==> src/rtl/smc_sccb_master_fsm.sv <==
// SCCB master transaction sequencer: runs one 3-phase write or 2+2-phase read
// per request, paced by the SIO_C timing generator's tick/toggle pulses.
module smc_sccb_master_fsm #(
    parameter int unsigned DATA_W = 8,
    parameter int unsigned ID_W   = 7
) (
    input  logic              clk,
    input  logic              rst,
    input  logic              req_valid_i,
    output logic              req_ready_o,
    input  logic              req_rw_i,
    input  logic [ID_W-1:0]   req_id_i,
    input  logic [DATA_W-1:0] req_addr_i,
    input  logic [DATA_W-1:0] req_wdata_i,
    output logic              rsp_valid_o,
    output logic [DATA_W-1:0] rsp_rdata_o,
    output logic              busy_o,
    output logic              cntr_en_o,
    input  logic              tick_en_i,
    input  logic              sio_c_tgl_en_i,
    output logic              sio_c_o,
    output logic              sio_d_o,
    output logic              sio_d_oe_o,
    input  logic              sio_d_i
);

    localparam int unsigned IDX_W = $clog2(DATA_W);

    typedef enum logic [2:0] {
        S_IDLE,
        S_START,
        S_BIT,
        S_STOP,
        S_DONE
    } state_t;

    state_t            state_q, state_d;
    logic              half_q, half_d;
    logic [3:0]        bit_cnt_q, bit_cnt_d;
    logic [1:0]        phase_q, phase_d;
    logic              seg_q, seg_d;
    logic              rw_q, rw_d;
    logic [ID_W-1:0]   id_q, id_d;
    logic [DATA_W-1:0] addr_q, addr_d;
    logic [DATA_W-1:0] wdata_q, wdata_d;
    logic [DATA_W-1:0] shift_q, shift_d;
    logic [DATA_W-1:0] rdata_q, rdata_d;
    logic              sio_c_q, sio_c_d;
    logic              sio_d_q, sio_d_d;
    logic              oe_q, oe_d;
    logic              cntr_en_q, cntr_en_d;
    logic              busy_q, busy_d;
    logic              ready_q, ready_d;
    logic              rsp_valid_q, rsp_valid_d;

    logic              is_rdata;
    logic              last_phase;
    logic              last_bit;
    logic [DATA_W-1:0] cur_byte;
    logic [IDX_W-1:0]  bit_idx;

    // Segment 0 carries ID(w)/ADDR[/WDATA]; segment 1 (reads only) carries ID(r)/RDATA.
    always_comb begin
        is_rdata = seg_q && (phase_q == 2'd1);
        if (seg_q || rw_q) begin
            last_phase = (phase_q == 2'd1);
        end else begin
            last_phase = (phase_q == 2'd2);
        end
        last_bit = (bit_cnt_q == 4'(DATA_W));
        bit_idx  = IDX_W'(DATA_W - 1) - bit_cnt_q[IDX_W-1:0];
        case ({seg_q, phase_q})
            3'b000:  cur_byte = {id_q, 1'b0};
            3'b001:  cur_byte = addr_q;
            3'b010:  cur_byte = wdata_q;
            3'b100:  cur_byte = {id_q, 1'b1};
            default: cur_byte = '0;
        endcase
    end

    always_comb begin
        state_d     = state_q;
        half_d      = half_q;
        bit_cnt_d   = bit_cnt_q;
        phase_d     = phase_q;
        seg_d       = seg_q;
        rw_d        = rw_q;
        id_d        = id_q;
        addr_d      = addr_q;
        wdata_d     = wdata_q;
        shift_d     = shift_q;
        rdata_d     = rdata_q;
        sio_c_d     = sio_c_q;
        sio_d_d     = sio_d_q;
        oe_d        = oe_q;
        cntr_en_d   = cntr_en_q;
        busy_d      = busy_q;
        ready_d     = ready_q;
        rsp_valid_d = 1'b0;

        // Tick actions never change state/half, so a coincident toggle below
        // sees the same state and both apply in one cycle.
        case (state_q)
            S_IDLE: begin
                if (req_valid_i && ready_q) begin
                    rw_d      = req_rw_i;
                    id_d      = req_id_i;
                    addr_d    = req_addr_i;
                    wdata_d   = req_wdata_i;
                    state_d   = S_START;
                    half_d    = 1'b0;
                    bit_cnt_d = '0;
                    phase_d   = '0;
                    seg_d     = 1'b0;
                    cntr_en_d = 1'b1;
                    busy_d    = 1'b1;
                    ready_d   = 1'b0;
                end
            end

            S_START: begin
                if (tick_en_i) begin
                    sio_d_d = 1'b0;
                end
                if (sio_c_tgl_en_i) begin
                    sio_c_d   = 1'b0;
                    state_d   = S_BIT;
                    half_d    = 1'b0;
                    bit_cnt_d = '0;
                end
            end

            S_BIT: begin
                if (tick_en_i) begin
                    if (!half_q) begin
                        if (is_rdata) begin
                            oe_d = last_bit;
                            if (last_bit) begin
                                sio_d_d = 1'b1;
                            end
                        end else if (last_bit) begin
                            oe_d = 1'b0;
                        end else begin
                            oe_d    = 1'b1;
                            sio_d_d = cur_byte[bit_idx];
                        end
                    end else if (is_rdata && !last_bit) begin
                        shift_d = {shift_q[DATA_W-2:0], sio_d_i};
                    end
                end
                if (sio_c_tgl_en_i) begin
                    if (!half_q) begin
                        sio_c_d = 1'b1;
                        half_d  = 1'b1;
                    end else begin
                        sio_c_d = 1'b0;
                        half_d  = 1'b0;
                        if (last_bit) begin
                            bit_cnt_d = '0;
                            if (last_phase) begin
                                state_d = S_STOP;
                            end else begin
                                phase_d = phase_q + 2'd1;
                            end
                        end else begin
                            bit_cnt_d = bit_cnt_q + 4'd1;
                        end
                    end
                end
            end

            S_STOP: begin
                if (tick_en_i) begin
                    if (!half_q) begin
                        oe_d    = 1'b1;
                        sio_d_d = 1'b0;
                    end else begin
                        sio_d_d = 1'b1;
                    end
                end
                if (sio_c_tgl_en_i) begin
                    if (!half_q) begin
                        sio_c_d = 1'b1;
                        half_d  = 1'b1;
                    end else begin
                        half_d = 1'b0;
                        if (rw_q && !seg_q) begin
                            state_d   = S_START;
                            seg_d     = 1'b1;
                            phase_d   = '0;
                            bit_cnt_d = '0;
                        end else begin
                            state_d     = S_DONE;
                            cntr_en_d   = 1'b0;
                            rsp_valid_d = 1'b1;
                            if (rw_q) begin
                                rdata_d = shift_q;
                            end
                        end
                    end
                end
            end

            S_DONE: begin
                state_d = S_IDLE;
                busy_d  = 1'b0;
                ready_d = 1'b1;
            end

            default: begin
                state_d = S_IDLE;
            end
        endcase
    end

    always_ff @(posedge clk) begin
        if (rst) begin
            state_q     <= S_IDLE;
            half_q      <= 1'b0;
            bit_cnt_q   <= '0;
            phase_q     <= '0;
            seg_q       <= 1'b0;
            rw_q        <= 1'b0;
            id_q        <= '0;
            addr_q      <= '0;
            wdata_q     <= '0;
            shift_q     <= '0;
            rdata_q     <= '0;
            sio_c_q     <= 1'b1;
            sio_d_q     <= 1'b1;
            oe_q        <= 1'b1;
            cntr_en_q   <= 1'b0;
            busy_q      <= 1'b0;
            ready_q     <= 1'b1;
            rsp_valid_q <= 1'b0;
        end else begin
            state_q     <= state_d;
            half_q      <= half_d;
            bit_cnt_q   <= bit_cnt_d;
            phase_q     <= phase_d;
            seg_q       <= seg_d;
            rw_q        <= rw_d;
            id_q        <= id_d;
            addr_q      <= addr_d;
            wdata_q     <= wdata_d;
            shift_q     <= shift_d;
            rdata_q     <= rdata_d;
            sio_c_q     <= sio_c_d;
            sio_d_q     <= sio_d_d;
            oe_q        <= oe_d;
            cntr_en_q   <= cntr_en_d;
            busy_q      <= busy_d;
            ready_q     <= ready_d;
            rsp_valid_q <= rsp_valid_d;
        end
    end

    assign req_ready_o = ready_q;
    assign rsp_valid_o = rsp_valid_q;
    assign rsp_rdata_o = rdata_q;
    assign busy_o      = busy_q;
    assign cntr_en_o   = cntr_en_q;
    assign sio_c_o     = sio_c_q;
    assign sio_d_o     = sio_d_q;
    assign sio_d_oe_o  = oe_q;

endmodule

==> config.mk <==
export PLATFORM = sky130hd
export DESIGN_NAME = smc_sccb_master_fsm
export DESIGN_NICKNAME = d
export VERILOG_FILES = /design/src/rtl/smc_sccb_master_fsm.sv
export SDC_FILE = /design/constraint.sdc
export NUM_CORES = 1
export LEC_CHECK = 0
export CAP_MARGIN = 30
export CORE_MARGIN = 2
export CORE_UTILIZATION = 53
export DETAILED_ROUTE_END_ITERATION = 10
export HOLD_SLACK_MARGIN = 0.06
export PLACE_DENSITY = 0.79
export SETUP_SLACK_MARGIN = 0.05
export SLEW_MARGIN = 25
export SYNTH_ARGS = -nofsm -noshare
export SYNTH_HDL_FRONTEND = slang
export SYNTH_SLANG_ARGS = --single-unit
==> constraint.sdc <==
create_clock -name clk -period 2.5 [get_ports clk]
set_input_delay 0.5 -clock clk [delete_from_list [all_inputs] [get_ports clk]]
set_output_delay 0.5 -clock clk [all_outputs]
set_load 0.05 [all_outputs]
After elaboration in Yosys (flattened, before gate mapping):

Cells that the tools add are included.

* flip-flop bits (word level): 58
* word-level logic and storage cells: 153

* add/sub/neg operators: 3
* $lt $le $gt $ge: 1
* equality and inequality tests: 29
* multiplexer cells: 67
* bitwise operators: 4
* reduce and logical (&&, ||, !) cells: 31

Operators by type and width (number)
* $mux 4: 8
* $ne 2x2->1 const B: 16
* $pmux 8 s4: 1
* $mux 1: 29
* $mux 3: 9
* $reduce_and 5->1: 5
* $mux 2: 8
* $pmux 4 s4: 1
* $reduce_and 8->1: 2
* $pmux 3 s4: 1
* $pmux 1 s2: 5
* $eq 3x2->1 const B: 3
* $pmux 1 s3: 3
* $reduce_and 9->1: 1
* $reduce_bool 3->1: 3
* $reduce_and 4->1: 2
* $reduce_and 7->1: 1
* $eq 3x1->1 const B: 2
* $eq 3x3->1 const B: 2
* $logic_not 3->1: 2
* $ne 3x3->1 const B: 2
* $pmux 2 s3: 1
* $reduce_bool 2->1: 3
* $add 4x1->4 const B: 1
* other kinds (16): 24

Logic depth before layout (Yosys ltp):

Gate-level depths: netlist (run 1).

* depth in word-level cells: 9
* depth in mapped cells: 10

Worst setup path before layout (run 1):

Ideal clock, no wire load.

* path kind: register to register
* start point: reg ready_q, in the netlist req_ready_o
* end point: reg bit_cnt_q[2]
* setup time: 0.070 ns
* data arrival time: 1.904 ns
* data required time: 2.430 ns
* path slack: 0.526 ns
* cell stages (with the launch flop): 6
* buffers on the path: 0
* clock period less this slack: 1.974 ns
* path through: dfxtp_1 a211oi_2 a211o_1 a21o_1 or4_1 a21oi_1

* cells in the longest elaborated chain, start to end: 3

RTL lines
* from (decl): RTL line 53 `logic ready_q, ready_d;`
* from (signal assigned): RTL line 253 `ready_q <= ready_d;`
* $logic_and 1x1->1: RTL line 105 `if (req_valid_i && ready_q) begin`
* $ne 2x2->1 (no line)
* $reduce_and 8->1 (no line)
* to (signal assigned): RTL line 239 `bit_cnt_q <= bit_cnt_d;`
* to (decl): RTL line 39 `logic [3:0] bit_cnt_q, bit_cnt_d;`

Every way passes these cells.
A chain may end at the register's enable or synchronous reset.

Worst setup path after layout (run 1):

* start point: reg phase_q[1]
* end point: reg shift_q[4]

* cells in the longest elaborated chain, start to end: 4

RTL lines
* from (decl): RTL line 40 `logic [1:0] phase_q, phase_d;`
* from (signal assigned): RTL line 240 `phase_q <= phase_d;`
* $eq 2x1->1: RTL line 64 `is_rdata = seg_q && (phase_q == 2'd1);`
* $logic_and 1x1->1: RTL line 64
* $logic_and 1x1->1: RTL line 147 `end else if (is_rdata && !last_bit) begin`
* $reduce_and 4->1 (no line)
* to (signal assigned): RTL line 246 `shift_q <= shift_d;`
* to (decl): RTL line 46 `logic [DATA_W-1:0] shift_q, shift_d;`

Every way passes these cells.

==> results of run 1 <==
## cells in the final DEF, fill, tap and decap left out, types with 3 or more instances in the layout
master / Yosys / final
nand4_1: 3 / 3
clkdlybuf4s50_1: 0 / 43
nor2_1: 17 / 17
nand2_1: 74 / 74
o21ai_0: 11 / 11
a22oi_1: 6 / 6
clkbuf_8: 0 / 10
ha_1: 6 / 6
inv_1: 11 / 11
nor2b_1: 6 / 6
buf_4: 3 / 12
a21oi_1: 52 / 52
o22ai_1: 4 / 4
nor3_1: 4 / 4
clkinv_2: 0 / 3
or3_1: 3 / 3
mux2i_1: 8 / 8
a21o_1: 4 / 4
dfxtp_1: 58 / 58
nand3_1: 12 / 12
## worst reg2reg max path, cell delays in order (launching register included)
cell	delay (ns)
dfxtp_1	0.31
inv_1	0.09
ha_1	0.38
nand2_1	0.19
inv_1	0.10
ha_1	0.14
and4_1	0.52
mux2i_1	0.26
nor2_1	0.06
## report_power, final
| group | internal, mW | leakage, nW | total, mW | switching (mW) |
|---|---|---|---|---|
| Combinational | 0.196 | 0.685 | 0.469 | 0.273 |
| Sequential | 0.988 | 0.472 | 1.06 | 0.0675 |
| Clock | 0.484 | 0.103 | 0.859 | 0.375 |
| Total | 1.67 | 1.26 | 2.38 | 0.716 |
## layer usage
layer	track usage, %	vias to the layer above	routed length [um]
met3	5.45	13	328
met4	10.9	0	145
met2	36.9	66	3000
met1	31.2	1190	3020
met5	0	-	0
li1	-	1290	-
## cell type report
type / count / area share, %
clock buffers: 11 / 4.12
clock inverters: 5 / 1.57
inverters: 11 / 1.20
multi-input cells: 252 / 41.4
flip-flops and latches: 58 / 33.8
well taps: 70 / 2.55
repair buffers: 56 / 15.3
## flip-flops by register name, summed over array words and instances, names as in the netlist, 2 cells and up
signal	count
phase_q	2
shift_q	8
addr_q	8
rsp_rdata_o	8
bit_cnt_q	4
state_q	3
wdata_q	8
id_q	7
## synthesized netlist by cell type, drive strengths merged, types with 2 or more instances
cell type,count
or3,3
nand3,12
a21boi,2
mux2i,8
buf,11
o21a,2
dfxtp,58
a211oi,3
or2,2
nand2b,2
a221o,2
nand2,74
o22ai,4
nand4,3
a22oi,6
inv,11
ha,6
a21oi,52
nor2b,6
nor3,5
o21ai,12
clkbuf,15
and4,2
a21o,4
nor4,2
nor2,17
nor3b,3
and3,2
a211o,2
nand3b,2
## kinds of logic after synthesis
logic type,count (synthesis),share of synthesized area (%)
AOI/OAI and AO/OA,99,22.1
muxes,9,3.33
buffers and inverters,37,5.93
xor gates and xnor gates,1,0.319
adders and majority gates,6,2.73
DFF,58,42.3
and+or+nand+nor,137,23.3
## metrics by stage
stage | util [%] | hold slack [ns] | power [mW] | cells
2_1_floorplan | - | 0.434 | 1.39 | 347
3_3_place_gp | 64.2 | 0.442 | 1.53 | 447
3_5_place_dp | 64.2 | 0.447 | 1.54 | 447
4_1_cts | 68.1 | 0.455 | 2.40 | 463
5_1_grt | 68.1 | 0.478 | 2.50 | 463
6_report | 68.1 | 0.454 | 2.38 | 463
## worst paths after layout
check | start | to | slack, ns | cells after the start
hold reg to reg | addr_q[6] | addr_q[6] | 0.45 | 2
hold / removal | addr_q[6] | addr_q[6] | 0.45 | 2
setup / recovery | phase_q[1] | shift_q[4] | 0.34 | 8
setup reg to reg | phase_q[1] | shift_q[4] | 0.34 | 8
==> impl_metrics.py, run 1 <==
metrics = {
    "routing": {
        "drtAntennaViolNets": 0,
        "drc_errors": 0,
        "vias_per_cell": 5.53,
        "num_vias": 2559,
        "drt_iter0_markers": 183,
        "first_pass_iters": 4,
        "drt_wl_total_um": 6500,
        "wl_per_cell_um": 14.0,
    },
    "floorplan": {
        "die_h_um": 76.0,
        "initial_core_util_pct": 54.4,
        "core_area_sq_um": 5040,
        "die-area_sq_um": 5770,
        "rows": 26,
        "die_w_um": 76.0,
        "boundaryPins": 45,
    },
    "place": {
        "dpl.hpwl_um": 4430,
        "place_ws_ns": 0.162,
        "placed_cell_area_sq_um": 3240,
        "routabilityCongestion": 0.870,
        "portBuffers": 44,
    },
    "logic_synthesis": {
        "synth-seq-cells": 58,
        "yosys_warnings": 0,
        "synth_ff_type": "dfxtp_1",
        "synthTopCellsByArea": "dfxtp_1 42%, nand2_1 10%, a21oi_1 9.5%",
        "syn-num-nets": 383,
        "synth_cell_types": 51,
        "synthCells": 347,
        "netlist_area_sq_um": 2750,
        "seq_area_frac_synth_pct": 42.3,
        "yosys.area.top_type": "dfxtp_1",
        "post-synth-top-area-fraction_pct": 42.3,
        "synth_edf_count": 0,
        "avgSynthCellArea_sq_um": 7.91,
        "async_reset_ff_share_pct": 0,
    },
    "timing": {
        "setup_viol": 0,
        "finalCritPeriodShare_pct": 86.5,
        "finClkSkew_ns": 0.00549,
        "max_clock_freq_ghz": 0.462,
        "tightest_slew_ns": 0.663,
        "fin_setup_tns_ns": 0,
        "period_minus_slack_ns": 2.16,
        "slew_headroom_pct": 55.8,
        "setup_slack_ns": 0.337,
        "grt_setup_unrepaired": "no",
        "drv_slew": 0,
        "final_hold_viol_count": 0,
    },
    "setup_path": {
        "critPathTopFamily": "simple AND/OR/NAND/NOR gates",
        "slowest_delay_ns": 0.52,
        "critPathCaptureType": "flop",
        "path_cells": "inv_1 > ha_1 > nand2_1 > inv_1 > ha_1 > and4_1 > mux2i_1 > nor2_1",
        "arrival_ns": 2.39,
        "start_kind": "flop",
        "critical_path_buf_inv_count": 2,
        "critPathRequiredTime_ns": 2.73,
        "cp_max_fo": 10,
        "crit_slowest_cell": "and4_1",
        "crit_type": "reg2reg",
    },
    "cts": {
        "clock_sinks": 58,
        "cts_tree": "done",
        "ctsResizeCount": 0,
        "h-tree-depth": 3,
        "cts.path.max_buffers": 2,
        "clkTransAtPathRegs_ns": 0.07,
        "numCtsBuffers": 9,
        "worstSkewPairLatency_ns": 0.34,
        "root_buffer": "clkbuf_8",
        "ctsHoldBuffers": 0,
        "post-cts-setup-buffer-count": 0,
    },
    "global_route": {
        "grt_overflow": 0,
        "grt_pass1_vias": 2397,
        "grt_first_pass_wirelength_um": 11000,
        "grt_max_degree": 37,
        "grt_use_total_pct": 23.6,
        "antenna_found_initial": 0,
    },
    "finish": {
        "seq_area_sq_um": 1160,
        "drive_gt1_share_pct": 8.91,
        "antenna_cells": 0,
        "final_area_sq_um": 3430,
        "multi_input_area_sq_um": 1420,
        "final_nets": 424,
        "area_growth_pct": 25.0,
        "num-fill-cells": 460,
    },
    "power": {
        "peakVddDrop_mv": 0.390,
        "leakage_nw": 1.26,
        "power_density_nw_per_um2": 695,
    },
    "min_path": {
        "hold_class": "reg2reg",
    },
    "outcome": {
        "status": "finished, final reports clean",
    },
    "run": {
        "cap_violations": 0,
    },
}
(Power assumes the default switching activity.)
==> run 2, diff against run 1 <==
--- a/config.mk
+++ b/config.mk
@@ -6,11 +6,12 @@
 export NUM_CORES = 1
 export LEC_CHECK = 0
 export CAP_MARGIN = 30
+export CORE_ASPECT_RATIO = 1.2
 export CORE_MARGIN = 2
 export CORE_UTILIZATION = 53
 export DETAILED_ROUTE_END_ITERATION = 10
 export HOLD_SLACK_MARGIN = 0.06
-export PLACE_DENSITY = 0.79
+export PLACE_DENSITY = 0.78
 export SETUP_SLACK_MARGIN = 0.05
 export SLEW_MARGIN = 25
 export SYNTH_ARGS = -nofsm -noshare
==> run 2 against run 1 <==
- sequential power barely moved
- clock skew rose by 0.0017 ns
- via count fell by 1.8%
- die area barely moved
- setup slack improved by 0.097 ns
- sequential cell count did not move
- hold slack got worse by 0.0011 ns
- largest power group unchanged
- combinational power fell by 3%
- sequential share of layout area rose by 0.31 points
- final cell count fell by 3.0%
- wire length fell by 6.9%
==> impl_metrics.py, run 2 (synthesis gave the netlist of run 1 again) <==
metrics = {
    "global_route": {
        "grt_max_degree": 30,
        "grt_pass1_vias": 2450,
        "antenna_found_initial": 0,
        "grt_first_pass_wirelength_um": 10600,
        "grt_overflow": 0,
        "grt_use_total_pct": 22.6,
    },
    "timing": {
        "max_clock_freq_ghz": 0.484,
        "period_minus_slack_ns": 2.07,
        "grt_setup_unrepaired": "no",
        "tightest_slew_ns": 0.613,
        "final_hold_viol_count": 0,
        "fin_setup_tns_ns": 0,
        "slew_headroom_pct": 59.1,
        "setup_viol": 0,
        "finClkSkew_ns": 0.00716,
        "setup_slack_ns": 0.434,
        "finalCritPeriodShare_pct": 82.6,
        "drv_slew": 0,
    },
    "setup_path": {
        "path_cells": "a211oi_2 > a211o_1 > a21o_1 > or4_1 > a21oi_1",
        "critPathRequiredTime_ns": 2.77,
        "start_kind": "flop",
        "slowest_delay_ns": 0.71,
        "critPathCaptureType": "flop",
        "crit_type": "reg2reg",
        "arrival_ns": 2.34,
        "cp_max_fo": 20,
        "r2r_setup_slack_ns": 0.43,
        "crit_slowest_cell": "dfxtp_1",
    },
    "place": {
        "place_ws_ns": 0.161,
        "dpl.hpwl_um": 4260,
        "routabilityCongestion": 0.822,
        "portBuffers": 44,
    },
    "cts": {
        "h-tree-depth": 3,
        "post-cts-setup-buffer-count": 0,
        "cts.path.max_buffers": 2,
        "worstSkewPairLatency_ns": 0.34,
        "ctsHoldBuffers": 0,
        "clock_sinks": 58,
        "cts_tree": "done",
        "root_buffer": "clkbuf_8",
        "ctsResizeCount": 0,
        "numCtsBuffers": 9,
        "clkTransAtPathRegs_ns": 0.06,
    },
    "run": {
        "cap_violations": 0,
    },
    "power": {
        "comb_power_share_pct": 19.3,
        "power.internal_mw": 1.68,
        "peakVddDrop_mv": 0.395,
        "power_density_nw_per_um2": 694,
        "seqPwrFrac_pct": 44.8,
        "pwr-share-clk_pct": 35.9,
        "leakage_nw": 1.25,
        "switching_share_pct": 28.9,
        "p_switching_mw": 0.682,
    },
    "finish": {
        "antenna_cells": 0,
        "final_cell_mix": "74 x nand2_1, 58 x dfxtp_1, 52 x a21oi_1",
        "area_growth_pct": 23.9,
        "final_nets": 422,
        "num-fill-cells": 432,
        "final_common_cell": "nand2_1",
        "drive_gt1_share_pct": 8.23,
    },
    "floorplan": {
        "die-area_sq_um": 5770,
        "die_h_um": 82.8,
        "boundaryPins": 45,
        "core_area_sq_um": 4970,
        "rows": 28,
        "die_w_um": 69.7,
        "initial_core_util_pct": 55.2,
    },
    "outcome": {
        "status": "finished, final reports clean",
    },
    "routing": {
        "drtAntennaViolNets": 0,
        "num_vias": 2514,
        "vias_per_cell": 5.60,
        "drt_wl_total_um": 6050,
        "drt_iter0_markers": 139,
        "drc_errors": 0,
        "first_pass_iters": 4,
        "wl_per_cell_um": 13.5,
    },
    "min_path": {
        "hold_class": "reg2reg",
    },
}
## run 2: metal layers
metal	vias to the layer above	track usage (%)	part of all wire, %
li1	1283	-	-
met1	1133	27.1	45
met2	86	36.6	48
met3	12	5.22	5.5
met4	0	13.3	1.7
met5	-	0	0
## run 2: metrics by stage
stage	total power [mW]	cell area, sq um	hold slack [ns]	cells	utilization (%)
after global routing	2.48	3400	0.475	449	68.4
after floorplan	1.39	2750	0.434	347	-
after CTS	2.37	3400	0.455	449	68.4
final	2.36	3400	0.453	449	68.4
after detailed placement	1.53	3210	0.447	435	64.5
after global placement	1.52	3210	0.443	435	64.5
## run 2: layout make-up
cell class | instances | area [sq um] | area share, %
Clock buffer | 11 | 151 | 4.45
Tap cell | 60 | 75.1 | 2.21
Clock inverter | 3 | 40.0 | 1.18
Multi-Input combinational cell | 252 | 1420 | 41.8
Inverter | 11 | 41.3 | 1.21
Sequential cell | 58 | 1160 | 34.1
Timing Repair Buffer | 54 | 510 | 15.0
## run 2: path summary, 6_finish.rpt
path	endpoint	start	cells after the start
worst max-delay path	bit_cnt_q[2]	state_q[1]	5
worst min register to register	rsp_rdata_o[5]	rsp_rdata_o[5]	2
worst min-delay path	rsp_rdata_o[5]	rsp_rdata_o[5]	2
worst max register to register	bit_cnt_q[2]	state_q[1]	5
## run 2: power groups by stage
stage	Combinational [mW]	Clock (mW)	Sequential, mW
after detailed placement	0.454	0	1.08
after CTS	0.456	0.861	1.06
after floorplan	0.302	0	1.08
after global routing	0.509	0.899	1.07
after global placement	0.447	0	1.07
final	0.456	0.847	1.06
## run 2: worst max-delay path: cells and delay by family (launching register included)
family	cells	cell delay [ns]
AO/OA/AOI/OAI	4	0.80
flip-flops	1	0.71
AND/OR/NAND/NOR	1	0.48
==> run 3, diff against run 2 <==
--- a/config.mk
+++ b/config.mk
@@ -8,10 +8,10 @@
 export CAP_MARGIN = 30
 export CORE_ASPECT_RATIO = 1.2
 export CORE_MARGIN = 2
-export CORE_UTILIZATION = 53
+export CORE_UTILIZATION = 48
 export DETAILED_ROUTE_END_ITERATION = 10
 export HOLD_SLACK_MARGIN = 0.06
-export PLACE_DENSITY = 0.78
+export PLACE_DENSITY = 0.75
 export SETUP_SLACK_MARGIN = 0.05
 export SLEW_MARGIN = 25
 export SYNTH_ARGS = -nofsm -noshare
==> constraint.sdc (replaced) <==
create_clock -name clk -period 1.9 [get_ports clk]
set_input_delay 0.38 -clock clk [delete_from_list [all_inputs] [get_ports clk]]
set_output_delay 0.38 -clock clk [all_outputs]
set_load 0.05 [all_outputs]
==> run 3 against run 2 <==
- count of clock-buffer cells in the layout fell by 1
- non-clock buffer count rose by 19
- utilization fell by 3.7 points
- register-to-register slack got worse by 0.35 ns
- sequential cell count did not move
==> impl_metrics.py, run 3 (synthesis gave the netlist of run 1 again) <==
metrics = {
    "setup_path": {
        "critPathCaptureType": "flop",
        "critPathRequiredTime_ns": 2.13,
        "crit_type": "reg2reg",
        "start_kind": "flop",
        "critical_path_buf_inv_count": 1,
        "slowest_delay_ns": 0.39,
        "cp_max_fo": 4,
        "timing.rr.start": "phase_q[0]",
        "path_cells": "inv_1 > ha_2 > nor3b_2 > o41a_1 > o21ai_2 > a211oi_1 > a41o_1",
        "r2r_setup_slack_ns": 0.08,
        "r2r_cells": 7,
        "crit_slowest_cell": "o41a_1",
        "arrival_ns": 2.05,
        "critPathTopFamily": "compound AO/OA/AOI/OAI gates",
        "r2r_end": "phase_q[0]",
    },
    "global_route": {
        "antenna_found_initial": 0,
        "grt_max_degree": 29,
        "grt_overflow": 0,
        "grt_use_total_pct": 21.7,
        "grt_first_pass_wirelength_um": 10700,
        "grt_pass1_vias": 2436,
    },
    "routing": {
        "drt_wl_total_um": 6430,
        "vias_per_cell": 5.45,
        "wl_per_cell_um": 13.6,
        "drc_errors": 0,
        "first_pass_iters": 5,
        "drt_iter0_markers": 176,
        "drtAntennaViolNets": 0,
        "num_vias": 2585,
    },
    "timing": {
        "grt_setup_unrepaired": "yes",
        "tightest_slew_ns": 0.490,
        "drv_slew": 0,
        "finClkSkew_ns": 0.0106,
        "max_clock_freq_ghz": 0.550,
        "finalCritPeriodShare_pct": 95.7,
        "final_hold_viol_count": 0,
        "slew_headroom_pct": 67.2,
        "period_minus_slack_ns": 1.82,
        "fin_hold_ws_ns": 0.329,
        "setup_viol": 0,
    },
    "place": {
        "placed_cell_area_sq_um": 3380,
        "place_inst": 457,
        "portBuffers": 44,
        "routabilityCongestion": 0.907,
        "dpl.hpwl_um": 4620,
    },
    "cts": {
        "clkTransAtPathRegs_ns": 0.06,
        "cts.path.max_buffers": 2,
        "cts_tree": "done",
        "ctsHoldBuffers": 0,
        "root_buffer": "clkbuf_8",
        "h-tree-depth": 3,
        "worstSkewPairLatency_ns": 0.35,
        "clock_sinks": 58,
        "numCtsBuffers": 9,
    },
    "min_path": {
        "hold_depth": 2,
        "hold_class": "in2reg",
        "worstHoldEndpoint": "half_q",
        "hp-start": "rst",
    },
    "floorplan": {
        "rows": 30,
        "core_area_sq_um": 5590,
        "die_h_um": 86.8,
        "initial_core_util_pct": 49.1,
        "boundaryPins": 45,
        "die-area_sq_um": 6340,
        "die_w_um": 73.0,
    },
    "finish": {
        "drive_gt1_share_pct": 16.1,
        "final_common_cell": "nand2_1",
        "antenna_cells": 0,
        "final_area_sq_um": 3620,
        "instances_no_fill": 474,
        "num-fill-cells": 481,
        "final_cell_mix": "74 x nand2_1, 56 x dfxtp_1, 52 x a21oi_1",
        "final_nets": 441,
        "area_growth_pct": 31.8,
    },
    "power": {
        "peakVddDrop_mv": 0.449,
        "power_density_nw_per_um2": 894,
        "leakage_nw": 1.41,
        "p_total_mw": 3.23,
    },
    "outcome": {
        "status": "finished, final reports clean",
    },
    "run": {
        "cap_violations": 0,
    },
}
[run 3: cell types whose count changed in the layout (fill, tap and decap cells not counted), moves of 2 or more]
cell             before  now
buf_12                0    3
buf_4                10   29
clkdlybuf4s50_1      43   28
clkinvlp_4            0    3
dfxtp_1              58   56
dfxtp_2               0    2
dlygate4sd2_1         0   10
ha_1                  6    4
ha_2                  0    2
nor3b_1               2    0
nor3b_2               1    3
[run 3: power breakdown]
group	internal [mW]	switching, mW	total (mW)
logic	0.311	0.400	0.711
clock network	0.639	0.516	1.16
registers	1.30	0.0661	1.37
total	2.25	0.982	3.23
[run 3: routing by layer]
metal | wire length (um) | up-vias | track usage [%] | share of wire, %
met3 | 246 | 15 | 5.58 | 3.8
met1 | 2960 | 1188 | 26.9 | 46
met5 | 0 | - | 0 | 0
met2 | 3070 | 58 | 34.8 | 48
li1 | - | 1324 | - | -
met4 | 150 | 0 | 10.1 | 2.3
[run 3: how the worst max path moves through the flow]
stage                      from  cells past startpoint           end  slack (ns)
detailed placement  req_valid_i                      6  bit_cnt_q[2]       -0.28
floorplan            phase_q[0]                      8    phase_q[0]        0.08
finish               phase_q[0]                      7    phase_q[0]        0.08
global route         phase_q[0]                      7    phase_q[0]        0.03
CTS                  phase_q[0]                      7    phase_q[0]        0.05
global placement    req_valid_i                      6  bit_cnt_q[2]       -0.24
[run 3: worst register-to-register path: stages (launching register included)]
cell and delay [ns]:
dfxtp_2 0.35, inv_1 0.08, ha_2 0.19, nor3b_2 0.17, o41a_1 0.39, o21ai_2 0.21, a211oi_1 0.11, a41o_1 0.21
[run 3: layout make-up]
class | instances | area (sq um) | share of cell area, %
repair buffers | 73 | 674 | 18.6
multi-input cells | 252 | 1460 | 40.2
inverters | 11 | 41.3 | 1.14
flip-flops and latches | 58 | 1160 | 32.2
clock inverters | 6 | 66.3 | 1.83
well taps | 64 | 80.1 | 2.21
clock buffers | 10 | 138 | 3.80
[run 3: stage by stage]
stage	utilization [%]	setup slack [ns]	TNS (ns)
floorplan	-	0.0768	0
global placement	60.5	-0.235	-0.930
detailed placement	60.5	-0.281	-1.24
CTS	64.0	0.0507	0
global route	64.7	0.0274	0
finish	64.7	0.0818	0
[run 3: repair_timing]
item | in CTS | in global routing
endpoints found under the setup margin | 11 | 13
gates cloned | 0 | 0
setup buffers | 0 | 1
pin swaps | 0 | 2
resized for setup | 11 | 10
